`src/rtl/enc_chan_sched.sv`:
```
// enc_chan_sched: TDM channel scheduler in front of a shared ADPCM encoder core.
// Recovers slot/frame timing from the serial-side slot clock and frame sync,
// hands one PCM byte per slot to the core together with channel, law and rate,
// keeps a code per channel and replays it one frame later on enc_i.
module enc_chan_sched #(
  parameter int NCH     = 8,
  parameter int CW      = 3,
  parameter int TIMEOUT = 255
) (
  input  logic          clk,
  input  logic          reset,
  input  logic          law,
  input  logic [1:0]    RATE,
  input  logic [7:0]    enc_s,
  input  logic          enc_s_clk,
  input  logic          enc_s_fs,
  output logic          core_start,
  output logic [CW-1:0] core_ch,
  output logic [7:0]    core_s,
  output logic          core_law,
  output logic [1:0]    core_rate,
  input  logic          core_done,
  input  logic [4:0]    core_i,
  output logic [7:0]    enc_i,
  output logic          enc_i_clk,
  output logic          enc_i_fs,
  output logic          enc_error
);

  localparam int TW = (TIMEOUT < 2) ? 1 : $clog2(TIMEOUT + 1);

  typedef enum logic [1:0] {IDLE, ISSUE, WAIT, STORE} state_e;

  // ---------------------------------------------------------------------
  // Serial-side synchronisation
  // ---------------------------------------------------------------------
  logic [1:0] sclk_q;
  logic [1:0] sfs_q;
  logic       sclk_prev_q;
  logic       sclk_sync;
  logic       fs_sync;
  logic       slot_tick;

  // Two-flop synchronisers plus one extra stage on the slot clock for edge detect
  always_ff @(posedge clk or negedge reset) begin
    if (!reset) begin
      sclk_q      <= '0;
      sfs_q       <= '0;
      sclk_prev_q <= 1'b0;
    end else begin
      sclk_q      <= {sclk_q[0], enc_s_clk};
      sfs_q       <= {sfs_q[0], enc_s_fs};
      sclk_prev_q <= sclk_q[1];
    end
  end

  assign sclk_sync = sclk_q[1];
  assign fs_sync   = sfs_q[1];
  assign slot_tick = sclk_sync & ~sclk_prev_q;

  // ---------------------------------------------------------------------
  // Channel counter and frame-latched configuration
  // ---------------------------------------------------------------------
  logic [CW-1:0] ch_q, ch_d;
  logic          fv_q, fv_d;
  logic          law_q, law_d;
  logic [1:0]    rate_q, rate_d;
  logic          issue_tick;

  // Next channel / frame state; law and rate are only sampled on an fs tick
  always_comb begin
    ch_d   = ch_q;
    fv_d   = fv_q;
    law_d  = law_q;
    rate_d = rate_q;
    if (slot_tick) begin
      if (fs_sync) begin
        ch_d   = '0;
        fv_d   = 1'b1;
        law_d  = law;
        rate_d = RATE;
      end else if (ch_q == CW'(NCH - 1)) begin
        ch_d = '0;
      end else begin
        ch_d = ch_q + 1'b1;
      end
    end
  end

  // A tick counts only once a frame has been seen (including the fs tick itself)
  assign issue_tick = slot_tick & fv_d;

  // Channel, frame-valid and configuration registers
  always_ff @(posedge clk or negedge reset) begin
    if (!reset) begin
      ch_q   <= '0;
      fv_q   <= 1'b0;
      law_q  <= 1'b0;
      rate_q <= '0;
    end else begin
      ch_q   <= ch_d;
      fv_q   <= fv_d;
      law_q  <= law_d;
      rate_q <= rate_d;
    end
  end

  assign core_law  = law_q;
  assign core_rate = rate_q;

  // ---------------------------------------------------------------------
  // Per-channel code store and replay path
  // ---------------------------------------------------------------------
  logic [NCH-1:0][4:0] out_buf_q;
  logic                buf_we;
  logic [7:0]          enc_i_q, enc_i_d;
  logic                enc_i_fs_q, enc_i_fs_d;
  logic                enc_i_clk_q;

  // Replay last frame's code for the channel that the current slot now owns
  always_comb begin
    enc_i_d    = enc_i_q;
    enc_i_fs_d = enc_i_fs_q;
    if (issue_tick) begin
      enc_i_d    = {3'b000, out_buf_q[ch_d]};
      enc_i_fs_d = (ch_d == '0);
    end
  end

  // Replay registers; the output slot clock trails the synced input by one clk
  always_ff @(posedge clk or negedge reset) begin
    if (!reset) begin
      enc_i_q     <= '0;
      enc_i_fs_q  <= 1'b0;
      enc_i_clk_q <= 1'b0;
    end else begin
      enc_i_q     <= enc_i_d;
      enc_i_fs_q  <= enc_i_fs_d;
      enc_i_clk_q <= sclk_sync;
    end
  end

  assign enc_i     = enc_i_q;
  assign enc_i_fs  = enc_i_fs_q;
  assign enc_i_clk = enc_i_clk_q;

  // ---------------------------------------------------------------------
  // Core transaction FSM
  // ---------------------------------------------------------------------
  state_e        state_q, state_d;
  logic [TW-1:0] cnt_q, cnt_d;
  logic          err_q, err_d;
  logic [7:0]    core_s_q, core_s_d;
  logic [CW-1:0] core_ch_q, core_ch_d;

  // Next-state and strobes; an overrun drops the new sample but leaves the
  // in-flight transaction alone
  always_comb begin
    state_d    = state_q;
    cnt_d      = cnt_q;
    err_d      = err_q;
    core_s_d   = core_s_q;
    core_ch_d  = core_ch_q;
    buf_we     = 1'b0;
    core_start = 1'b0;
    unique case (state_q)
      IDLE: begin
        if (issue_tick) begin
          core_s_d  = enc_s;
          core_ch_d = ch_d;
          state_d   = ISSUE;
        end
      end
      ISSUE: begin
        core_start = 1'b1;
        cnt_d      = '0;
        state_d    = WAIT;
      end
      WAIT: begin
        if (core_done) begin
          state_d = STORE;
        end else if (cnt_q == TW'(TIMEOUT)) begin
          err_d   = 1'b1;
          state_d = IDLE;
        end else begin
          cnt_d = cnt_q + 1'b1;
        end
      end
      STORE: begin
        buf_we  = 1'b1;
        state_d = IDLE;
      end
      default: state_d = IDLE;
    endcase
    if (issue_tick && (state_q != IDLE)) err_d = 1'b1;
  end

  // FSM state, timeout counter, sticky error and issued request fields
  always_ff @(posedge clk or negedge reset) begin
    if (!reset) begin
      state_q   <= IDLE;
      cnt_q     <= '0;
      err_q     <= 1'b0;
      core_s_q  <= '0;
      core_ch_q <= '0;
    end else begin
      state_q   <= state_d;
      cnt_q     <= cnt_d;
      err_q     <= err_d;
      core_s_q  <= core_s_d;
      core_ch_q <= core_ch_d;
    end
  end

  // Result write-back into the per-channel code store
  always_ff @(posedge clk or negedge reset) begin
    if (!reset) begin
      out_buf_q <= '0;
    end else if (buf_we) begin
      out_buf_q[core_ch_q] <= core_i;
    end
  end

  assign core_s    = core_s_q;
  assign core_ch   = core_ch_q;
  assign enc_error = err_q;

endmodule

```
`config.mk`:
```
export PLATFORM = sky130hd
export DESIGN_NAME = enc_chan_sched
export DESIGN_NICKNAME = d
export VERILOG_FILES = /design/src/rtl/enc_chan_sched.sv
export SDC_FILE = /design/constraint.sdc
export NUM_CORES = 1
export LEC_CHECK = 0
export CORE_MARGIN = 1.5
export CORE_UTILIZATION = 35
export DETAILED_ROUTE_END_ITERATION = 10
export PLACE_DENSITY = 0.61
export SYNTH_ARGS = -nofsm -noshare
export SYNTH_HDL_FRONTEND = slang
export SYNTH_SLANG_ARGS = --single-unit
export TNS_END_PERCENT = 1
```
`constraint.sdc`:
```
create_clock -name clk -period 2.39 [get_ports clk]
set_input_delay 0.5975 -clock clk [delete_from_list [all_inputs] [get_ports clk]]
set_output_delay 0.5975 -clock clk [all_outputs]
set_load 0.02 [all_outputs]
```
==> results.sh, run 1 <==
export IMPL_grt_pass1_vias=2497
export IMPL_grt_met1_usage_pct=21.1
export IMPL_clk_path_buf_depth=2
export IMPL_worstMarginPinSlew_ns=0.656
export IMPL_die_w_um=105
export IMPL_fin_util_pct=44.4
export IMPL_drtIter0Drc=131
export IMPL_hold_violations=0
export IMPL_crit_chain="ha_1, ha_1, or3_1, buf_4, mux2i_1, o2bb2ai_1, a311oi_1"
export IMPL_final_nets=368
export IMPL_cts_tree="yes"
export IMPL_synth_edf_count=0
export IMPL_layout_drive_gt1_share_pct=26.6
export IMPL_instances_no_fill=485
export IMPL_critPathKind="reg2reg"
export IMPL_h_tree_depth=3
export IMPL_fp_row_count=37
export IMPL_setup_violations=0
export IMPL_min_period_ns=2.25
export IMPL_dp_hpwl_mm=5.69
export IMPL_io_buffer_count=43
export IMPL_area_growth_pct=24.2
export IMPL_cts_root_buffer="clkbuf_8"
export IMPL_r2r_start="ch_q[1]"
export IMPL_dpl_cell_count=469
export IMPL_synthDistinctLibCells=42
export IMPL_grt_busiest_layer="met2"
export IMPL_status="complete, no violations"
export IMPL_num_antenna_cells=0
export IMPL_vias=2412
export IMPL_final_max_slew_violation_count=0
export IMPL_place_gp_congestion=0.794
export IMPL_finClkSkew_ns=0.0104
export IMPL_overflow=0
export IMPL_grt_first_pass_wirelength_mm=13.2
export IMPL_path_clk_slew_ns=0.08
export IMPL_cts_hold_buf=0
export IMPL_p_leak_uw=0.00204
export IMPL_clkLatencyLatePin_ns=0.34
export IMPL_crit_top_cell="ha_1"
export IMPL_route_detailed_wl_per_inst_um=16.2
export IMPL_cp_slowest_cell="or3_1"
export IMPL_critPathArrivalTime_ns=2.49
export IMPL_peakVddDrop_v=0.000384
export IMPL_post_cts_setup_buffers=0
export IMPL_postSynthRegisterBits=80
export IMPL_dieArea_mm2=0.0111
export IMPL_power_density_mw_per_mm2=1060
export IMPL_rsz0062_at_grt="no"
export IMPL_grt_use_met2_pct=24.0
export IMPL_ys_flop_type="dfrtp_1"
export IMPL_postRouteAntennaNets=0
export IMPL_netlist_area_mm2=0.00366
export IMPL_track_usage_pct=15.5
export IMPL_reg2reg_to="enc_i[3]"
export IMPL_syn_instance_count=288
export IMPL_vias_per_cell=4.97
export IMPL_start_util_pct=35.8
export IMPL_cts_buffers=9
export IMPL_yosysWarnings=0
export IMPL_synthArstFlopShare_pct=100
export IMPL_critPathRequiredTime_ns=2.63
export IMPL_hold_path_class="in2async"
export IMPL_firstDrtPassIters=4
export IMPL_critical_path_max_stage_delay_ns=0.50
export IMPL_reg2reg_slack_ns=0.14
export IMPL_drc=0
export IMPL_num_io_pins=47
export IMPL_avgSynthCellArea_um2=12.7
export IMPL_end_kind="register"
export IMPL_antenna_found_initial=0
export IMPL_routed_wl_mm=7.84
export IMPL_slew_headroom_pct=56.1
export IMPL_cap_violations=0
export IMPL_max_freq_mhz=445
export IMPL_r2r_cells=7
export IMPL_yosysSeqAreaShare_pct=54.7
export IMPL_fin_crit_sh_pct=94.0
export IMPL_critPathLaunchType="register"
export IMPL_use_met3_pct=3.90
export IMPL_core_mm2=0.0102
export IMPL_tns_ns=0
export IMPL_grt_max_degree=41
export IMPL_die_y_um=105
export IMPL_cts_sinks=80
export IMPL_critical_path_max_fanout=6
==> flip-flops by register name, summed over array words and instances, names as in the netlist, 2 cells and up <==
register and count:
state_q 2, ch_q 3, enc_i 5, out_buf_q 40
core_ch 3, sfs_q 2, core_rate 2, cnt_q 8
sclk_q 2, core_s 8
==> worst max-delay path: cells and delay by family (launching register included) <==
kind                     cells  cell delay (ns)
buffers and inverters        1             0.23
AO/OA/AOI/OAI                2             0.42
multiplexers                 1             0.12
adder cells (fa/ha/maj)      2             0.41
flip-flops                   1             0.46
AND/OR/NAND/NOR              1             0.50
==> routing by layer <==
layer / vias to the layer above / routed length (um)
met4: 0 / 91
li1: 1155 / -
met1: 1215 / 3790
met2: 36 / 3740
met5: - / 0
met3: 6 / 215
==> power by group <==
part	internal (uW)	switching (uW)
sequential	1770	293
clock	749	481
combinational	799	722
==> worst max path at each step <==
stage	depth (start not counted)	startpoint	slack, ns	end
6_report	7	ch_q[1]	0.14	enc_i[3]
3_3_place_gp	7	ch_q[1]	0.23	enc_i[1]
5_1_grt	7	ch_q[1]	0.03	enc_i[3]
4_1_cts	3	state_q[1]	0.01	core_start
2_1_floorplan	8	ch_q[1]	0.42	enc_i[1]
3_5_place_dp	7	ch_q[1]	0.16	enc_i[3]
==> per-stage QoR <==
step | power (uW) | hold slack [ns] | instance area [um^2] | setup WS [ns]
finish | 4820 | 0.141 | 4540 | 0.144
global route | 5110 | 0.136 | 4540 | 0.0261
CTS | 4870 | 0.137 | 4540 | 0.0108
detailed placement | 3620 | 0.335 | 4290 | 0.159
global placement | 3590 | 0.335 | 4290 | 0.229
floorplan | 2980 | 0.302 | 3670 | 0.419
==> cell type report <==
type | count | area [um^2]
flip-flops and latches | 80 | 2000
multi-input cells | 194 | 1570
clock buffers | 11 | 151
well taps | 136 | 170
fillers | 927 | 5690
repair buffers | 55 | 533
clock inverters | 5 | 103
inverters | 4 | 15.0
==> cell families after synthesis <==
kind of cell / count (synthesis) / share of synthesized area, %
AO/OA/AOI/OAI: 37 / 7.97
XOR/XNOR: 6 / 1.44
adder cells (fa/ha/maj): 3 / 1.03
buffers and inverters: 16 / 2.56
flip-flops: 80 / 54.7
multiplexers: 73 / 22.1
other: 1 / 0.103
AND/OR/NAND/NOR: 72 / 10.1
==> cell usage in the layout (no fill, tap or decap), drive strengths merged, types with 9 or more instances in the layout <==
cell,synthesis,final
mux2,57,57
nand2,12,12
mux2i,16,16
nand3,11,11
clkbuf,3,11
buf,9,13
clkdlybuf4s50,0,41
a311oi,9,9
o21ai,9,9
dfrtp,80,80
nor2,23,23
==> cells in the mapped netlist, types with 2 or more instances <==
master     count  area [um^2]
a21oi_1        5         25.0
a311oi_1       8         70.1
and3_1         6         37.5
buf_2          3         15.0
buf_4          4         30.0
buf_6          2         22.5
clkbuf_1       3         11.3
dfrtp_1       80         2000
ha_1           3         37.5
inv_1          3         11.3
mux2_2        56          631
mux2i_1       15          150
nand2_1       12         45.0
nand2b_1       6         37.5
nand3_1       11         55.1
nor2_1        23         86.3
nor2b_1        2         12.5
nor3_1         2         10.0
o2111ai_1      4         35.0
o21ai_0        8         40.0
o2bb2ai_1      4         35.0
or3_1          3         18.8
xor2_1         6         52.6
==> repair_timing <==
item | 4_1_cts | 5_1_grt
hold endpoints to repair | 0 | 0
resized for setup | 0 | 1
endpoints found under the setup margin | 0 | 1
Note: power is estimated with default switching activity, not from simulation.
==> run 2, diff against run 1 <==
- DONT_BUFFER_PORTS: not set -> 1
- PLACE_DENSITY: 0.61 -> 0.55
==> run 2 against run 1 <==
The flow now finishes with violations (hold timing). First-iteration DRC count down 35%. Utilization decreased by 4.4 points. Maximum frequency up 1.5%. Setup slack improved by 0.034 ns. Cell area fell by 9.8%. Non-clock buffer count decreased by 44. Worst hold slack got worse by 0.21 ns. Wire length decreased by 3.7%. Critical path type unchanged.
==> results.sh, run 2 (same netlist as run 1, synthesis figures left out) <==
export IMPL_hold_path_class="in2async"
export IMPL_die_w_um=105
export IMPL_num_io_pins=47
export IMPL_setup_violations=0
export IMPL_drc=0
export IMPL_track_usage_pct=14.9
export IMPL_firstDrtPassIters=4
export IMPL_final_nets=324
export IMPL_violations="hold timing"
export IMPL_vias_per_cell=5.14
export IMPL_fin_crit_sh_pct=92.6
export IMPL_placed_cell_area_mm2=0.00384
export IMPL_reg2reg_to="enc_i[3]"
export IMPL_hold_violations=80
export IMPL_end_kind="register"
export IMPL_io_buffer_count=0
export IMPL_routed_wl_mm=7.55
export IMPL_area_growth_pct=12.0
export IMPL_hold_ws_ns=-0.0728
export IMPL_place_gp_congestion=0.811
export IMPL_crit_path_start="ch_q[1]"
export IMPL_crit_buf_inv=1
export IMPL_path_clk_slew_ns=0.08
export IMPL_grt_first_pass_wirelength_mm=12.7
export IMPL_antenna_found_initial=0
export IMPL_final_cell_mix="80 x dfrtp_1, 56 x mux2_2, 23 x nor2_1"
export IMPL_overflow=0
export IMPL_vias=2265
export IMPL_finClkSkew_ns=0.0109
export IMPL_postRouteAntennaNets=0
export IMPL_route_detailed_wl_per_inst_um=17.1
export IMPL_cp_slowest_cell="dfrtp_1"
export IMPL_grt_pass1_vias=2385
export IMPL_critical_path_max_fanout=6
export IMPL_layout_drive_gt1_share_pct=30.2
export IMPL_max_freq_mhz=452
export IMPL_critical_path_max_stage_delay_ns=0.45
export IMPL_num_antenna_cells=0
export IMPL_clkLatencyLatePin_ns=0.36
export IMPL_crit_family="flip-flops"
export IMPL_grt_max_degree=81
export IMPL_cts_tree="yes"
export IMPL_r2r_cells=8
export IMPL_peakVddDrop_v=0.000544
export IMPL_cap_violations=0
export IMPL_p_leak_uw=0.00185
export IMPL_largest_register="out_buf_q"
export IMPL_critPathRequiredTime_ns=2.62
export IMPL_cts_root_buffer="clkbuf_8"
export IMPL_status="complete, but fails checks"
export IMPL_start_util_pct=35.8
export IMPL_tns_ns=0
export IMPL_slew_headroom_pct=57.8
export IMPL_core_mm2=0.0102
export IMPL_final_max_slew_violation_count=0
export IMPL_final_common_cell="dfrtp_1"
export IMPL_worstMarginPinSlew_ns=0.631
export IMPL_largest_register_ffs=40
export IMPL_critPathLaunchType="register"
export IMPL_critPathKind="reg2reg"
export IMPL_path_depth=8
export IMPL_dp_hpwl_mm=5.34
export IMPL_min_period_ns=2.21
export IMPL_reg2reg_slack_ns=0.18
export IMPL_h_tree_depth=3
export IMPL_cts_sinks=80
export IMPL_r2r_start="ch_q[1]"
export IMPL_rsz0062_at_grt="no"
export IMPL_cts_buffers=9
export IMPL_crit_chain="ha_1, ha_1, nor3_1, mux2i_2, buf_4, and3_1, a311oi_1, a311oi_1"
export IMPL_fp_row_count=37
export IMPL_post_cts_setup_buffers=0
export IMPL_power_density_mw_per_mm2=1090
export IMPL_fin_area_mm2=0.00410
export IMPL_drtIter0Drc=85
export IMPL_critPathArrivalTime_ns=2.44
export IMPL_clk_path_buf_depth=2
export IMPL_die_y_um=105
export IMPL_dieArea_mm2=0.0111
export IMPL_endpoint="enc_i[3]"
==> run 2: per-stage QoR <==
step | worst slack [ns] | hold slack, ns | power [uW] | std cells | utilization [%]
after CTS | 0.0732 | -0.0922 | 4500 | 441 | 40.0
after global routing | 0.0912 | -0.102 | 4720 | 441 | 40.1
after floorplan | 0.419 | 0.302 | 2980 | 290 | -
after global placement | 0.172 | 0.304 | 3220 | 425 | 37.5
final | 0.178 | -0.0728 | 4450 | 441 | 40.1
after detailed placement | 0.0765 | 0.303 | 3250 | 425 | 37.5
==> run 2: timing repair <==
item / in CTS / in global routing
gates resized for setup: 0 / 1
endpoints found under the setup margin: 0 / 5
hold endpoints to repair: 80 / 80
==> run 2: final cells by class <==
type | instances | area, um^2
timing repair buffer | 11 | 82.6
clock buffer | 11 | 151
inverter | 4 | 15.0
tap | 136 | 170
multi-input combinational | 194 | 1580
sequential | 80 | 2000
clock inverter | 5 | 103
fill | 976 | 6130
==> run 2: worst min-delay path by stage <==
stage	startpoint	to	slack, ns	cells after the start
global route	reset	core_ch[0]	-0.10	0
floorplan	reset	ch_q[0]	0.30	0
detailed placement	reset	core_rate[0]	0.30	0
finish	reset	ch_q[2]	-0.07	0
global placement	reset	core_rate[0]	0.30	0
CTS	reset	out_buf_q[20]	-0.09	0
==> run 2: layer usage <==
metal | global-route usage, % | wire length, um | vias to the layer above
met3 | 4.39 | 386 | 10
met4 | 5.87 | 108 | 0
li1 | - | - | 1062
met1 | 19.3 | 3540 | 1139
met2 | 23.5 | 3520 | 54
met5 | 0 | 0 | -
==> run 2: where the power goes <==
group          switching (uW)  leakage (uW)  internal (uW)
sequential                492       0.00101           1770
combinational             436      0.000714            522
clock                     487      0.000126            749
total                    1410       0.00185           3040
==> run 3, diff against run 2 <==
- CORE_ASPECT_RATIO: not set -> 1.2
- CTS_CLUSTER_DIAMETER: not set -> 80
==> run 3 against run 2 <==
First-iteration DRC count grew 54%. The run still ends with hold timing left. Critical path depth decreased by 1. Largest cell class unchanged. Setup slack improved by 0.097 ns. Clock power is 4% higher. Global-route usage rose by 0.42 points. Total power increased by 1.3%. Critical path type unchanged. Utilization increased by 0.75 points. Wire length increased by 0.30%. Clock-buffer cell count rose by 2. Cell area increased by 0.67%. Via count down 0.66%.
==> results.sh, run 3 (same netlist as run 1, synthesis figures left out) <==
export IMPL_place_gp_congestion=0.814
export IMPL_grt_max_degree=81
export IMPL_register_area_mm2=0.00200
export IMPL_vias_per_cell=5.22
export IMPL_critPathKind="reg2reg"
export IMPL_status="complete, but fails checks"
export IMPL_tns_ns=0
export IMPL_track_usage_pct=15.3
export IMPL_violations="hold timing"
export IMPL_fin_crit_sh_pct=88.5
export IMPL_end_kind="register"
export IMPL_power_density_mw_per_mm2=1090
export IMPL_hold_path_class="in2async"
export IMPL_fp_row_count=40
export IMPL_postRouteAntennaNets=0
export IMPL_num_antenna_cells=0
export IMPL_fill_cells=970
export IMPL_num_io_pins=47
export IMPL_p_comb_share_pct=21.4
export IMPL_hold_ws_ns=-0.0419
export IMPL_rsz0062_at_grt="no"
export IMPL_route_detailed_wl_per_inst_um=17.6
export IMPL_firstDrtPassIters=4
export IMPL_max_freq_mhz=473
export IMPL_cts_buffers=9
export IMPL_p_sw_share_pct=31.8
export IMPL_fin_area_mm2=0.00413
export IMPL_post_cts_setup_buffers=0
export IMPL_hold_violations=80
export IMPL_dp_hpwl_mm=5.41
export IMPL_io_buffer_count=0
export IMPL_cts_tree="yes"
export IMPL_grt_pass1_vias=2317
export IMPL_r2r_start="ch_q[0]"
export IMPL_critPathRequiredTime_ns=2.59
export IMPL_vias=2250
export IMPL_clk_path_buf_depth=2
export IMPL_routed_wl_mm=7.58
export IMPL_multiInputGateArea_mm2=0.00158
export IMPL_min_period_ns=2.12
export IMPL_area_growth_pct=12.8
export IMPL_intPower_uw=3080
export IMPL_clkLatencyLatePin_ns=0.33
export IMPL_overflow=0
export IMPL_path_clk_slew_ns=0.06
export IMPL_critPathLaunchType="register"
export IMPL_layout_drive_gt1_share_pct=29.8
export IMPL_setup_violations=0
export IMPL_slew_headroom_pct=60.5
export IMPL_cts_sinks=80
export IMPL_crit_path_start="ch_q[0]"
export IMPL_final_nets=324
export IMPL_h_tree_depth=3
export IMPL_core_mm2=0.0101
export IMPL_final_common_cell="dfrtp_1"
export IMPL_grt_first_pass_wirelength_mm=12.5
export IMPL_antenna_found_initial=0
export IMPL_placed_cell_area_mm2=0.00383
export IMPL_critical_path_max_fanout=14
export IMPL_drtIter0Drc=131
export IMPL_final_cell_mix="80 x dfrtp_1, 56 x mux2_2, 23 x nor2_1"
export IMPL_peakVddDrop_v=0.000576
export IMPL_largest_register="out_buf_q"
export IMPL_drc=0
export IMPL_critPathArrivalTime_ns=2.31
export IMPL_pwr_share_seq_pct=50.0
export IMPL_cts_root_buffer="clkbuf_16"
export IMPL_p_clk_share_pct=28.6
export IMPL_p_leak_uw=0.00187
export IMPL_largest_register_ffs=40
export IMPL_p_sw_uw=1440
export IMPL_die_y_um=115
export IMPL_die_w_um=96.3
export IMPL_dieArea_mm2=0.0111
export IMPL_finClkSkew_ns=0.00760
export IMPL_worstMarginPinSlew_ns=0.591
export IMPL_final_max_slew_violation_count=0
export IMPL_cap_violations=0
export IMPL_start_util_pct=36.2
run 3: cell types whose count changed in the layout (fill, tap and decap cells not counted):
cell        previous run  this run
clkbuf_16              0         9
clkbuf_8              11         3
bufinv_16              3         0
clkinv_2               1         3
clkbuf_1               0         1
clkinvlp_4             1         0
mux2i_2                1         0
mux2i_4                0         1
run 3: per-stage QoR:
| step | utilization, % | worst slack [ns] | std cells | power [uW] |
|---|---|---|---|---|
| 6_report | 40.8 | 0.275 | 431 | 4510 |
| 5_1_grt | 40.8 | 0.0942 | 431 | 4770 |
| 4_1_cts | 40.7 | 0.119 | 431 | 4570 |
| 3_5_place_dp | 37.9 | 0.122 | 415 | 3260 |
| 3_3_place_gp | 37.9 | 0.160 | 415 | 3230 |
| 2_1_floorplan | - | 0.419 | 290 | 2980 |
run 3: area by class of cell:
cell class                      instances  share of cell area, %
Timing Repair Buffer                   11                   2.00
Clock inverter                          3                  0.364
Clock buffer                           13                   6.55
Multi-Input combinational cell        194                   38.4
Inverter                                4                  0.364
Tap cell                              126                   3.82
Sequential cell                        80                   48.5
run 3: routing by layer:
metal | global-route usage, % | wire length [um] | share of wire, %
met2 | 24.6 | 3830 | 51
met3 | 4.17 | 371 | 4.9
met4 | 7.73 | 174 | 2.3
met1 | 18.8 | 3200 | 42
met5 | 0 | 0 | 0
run 3: final timing paths:
| path | end | slack [ns] | depth (start not counted) |
|---|---|---|---|
| worst max-delay path | enc_i[2] | 0.27 | 7 |
| worst max register to register | enc_i[2] | 0.27 | 7 |
| min in group clk | sclk_q[0] | 0.29 | 0 |
| max in group asynchronous | core_s[3] | 2.33 | 0 |
| worst min-delay path | out_buf_q[23] | -0.04 | 0 |
| worst min register to register | sfs_q[1] | 0.35 | 0 |
run 3: critical path: stages, from the launching register on:
cell and delay, ns:
dfrtp_1 0.38, ha_1 0.20, ha_1 0.20, nor3_1 0.39, mux2i_4 0.27, and3_1 0.24, a311oi_1 0.22, a311oi_1 0.08
run 3: power groups by stage:
stage / Combinational (uW) / Clock (uW) / Sequential (uW)
floorplan: 792 / 0 / 2190
global placement: 942 / 0 / 2280
detailed placement: 970 / 0 / 2280
CTS: 971 / 1330 / 2260
global route: 1070 / 1380 / 2320
finish: 966 / 1290 / 2260
run 3: repair_timing:
action | in CTS | in global routing
gates resized for setup | 0 | 2
setup endpoints to repair | 0 | 5
endpoints found under the hold margin | 80 | 80
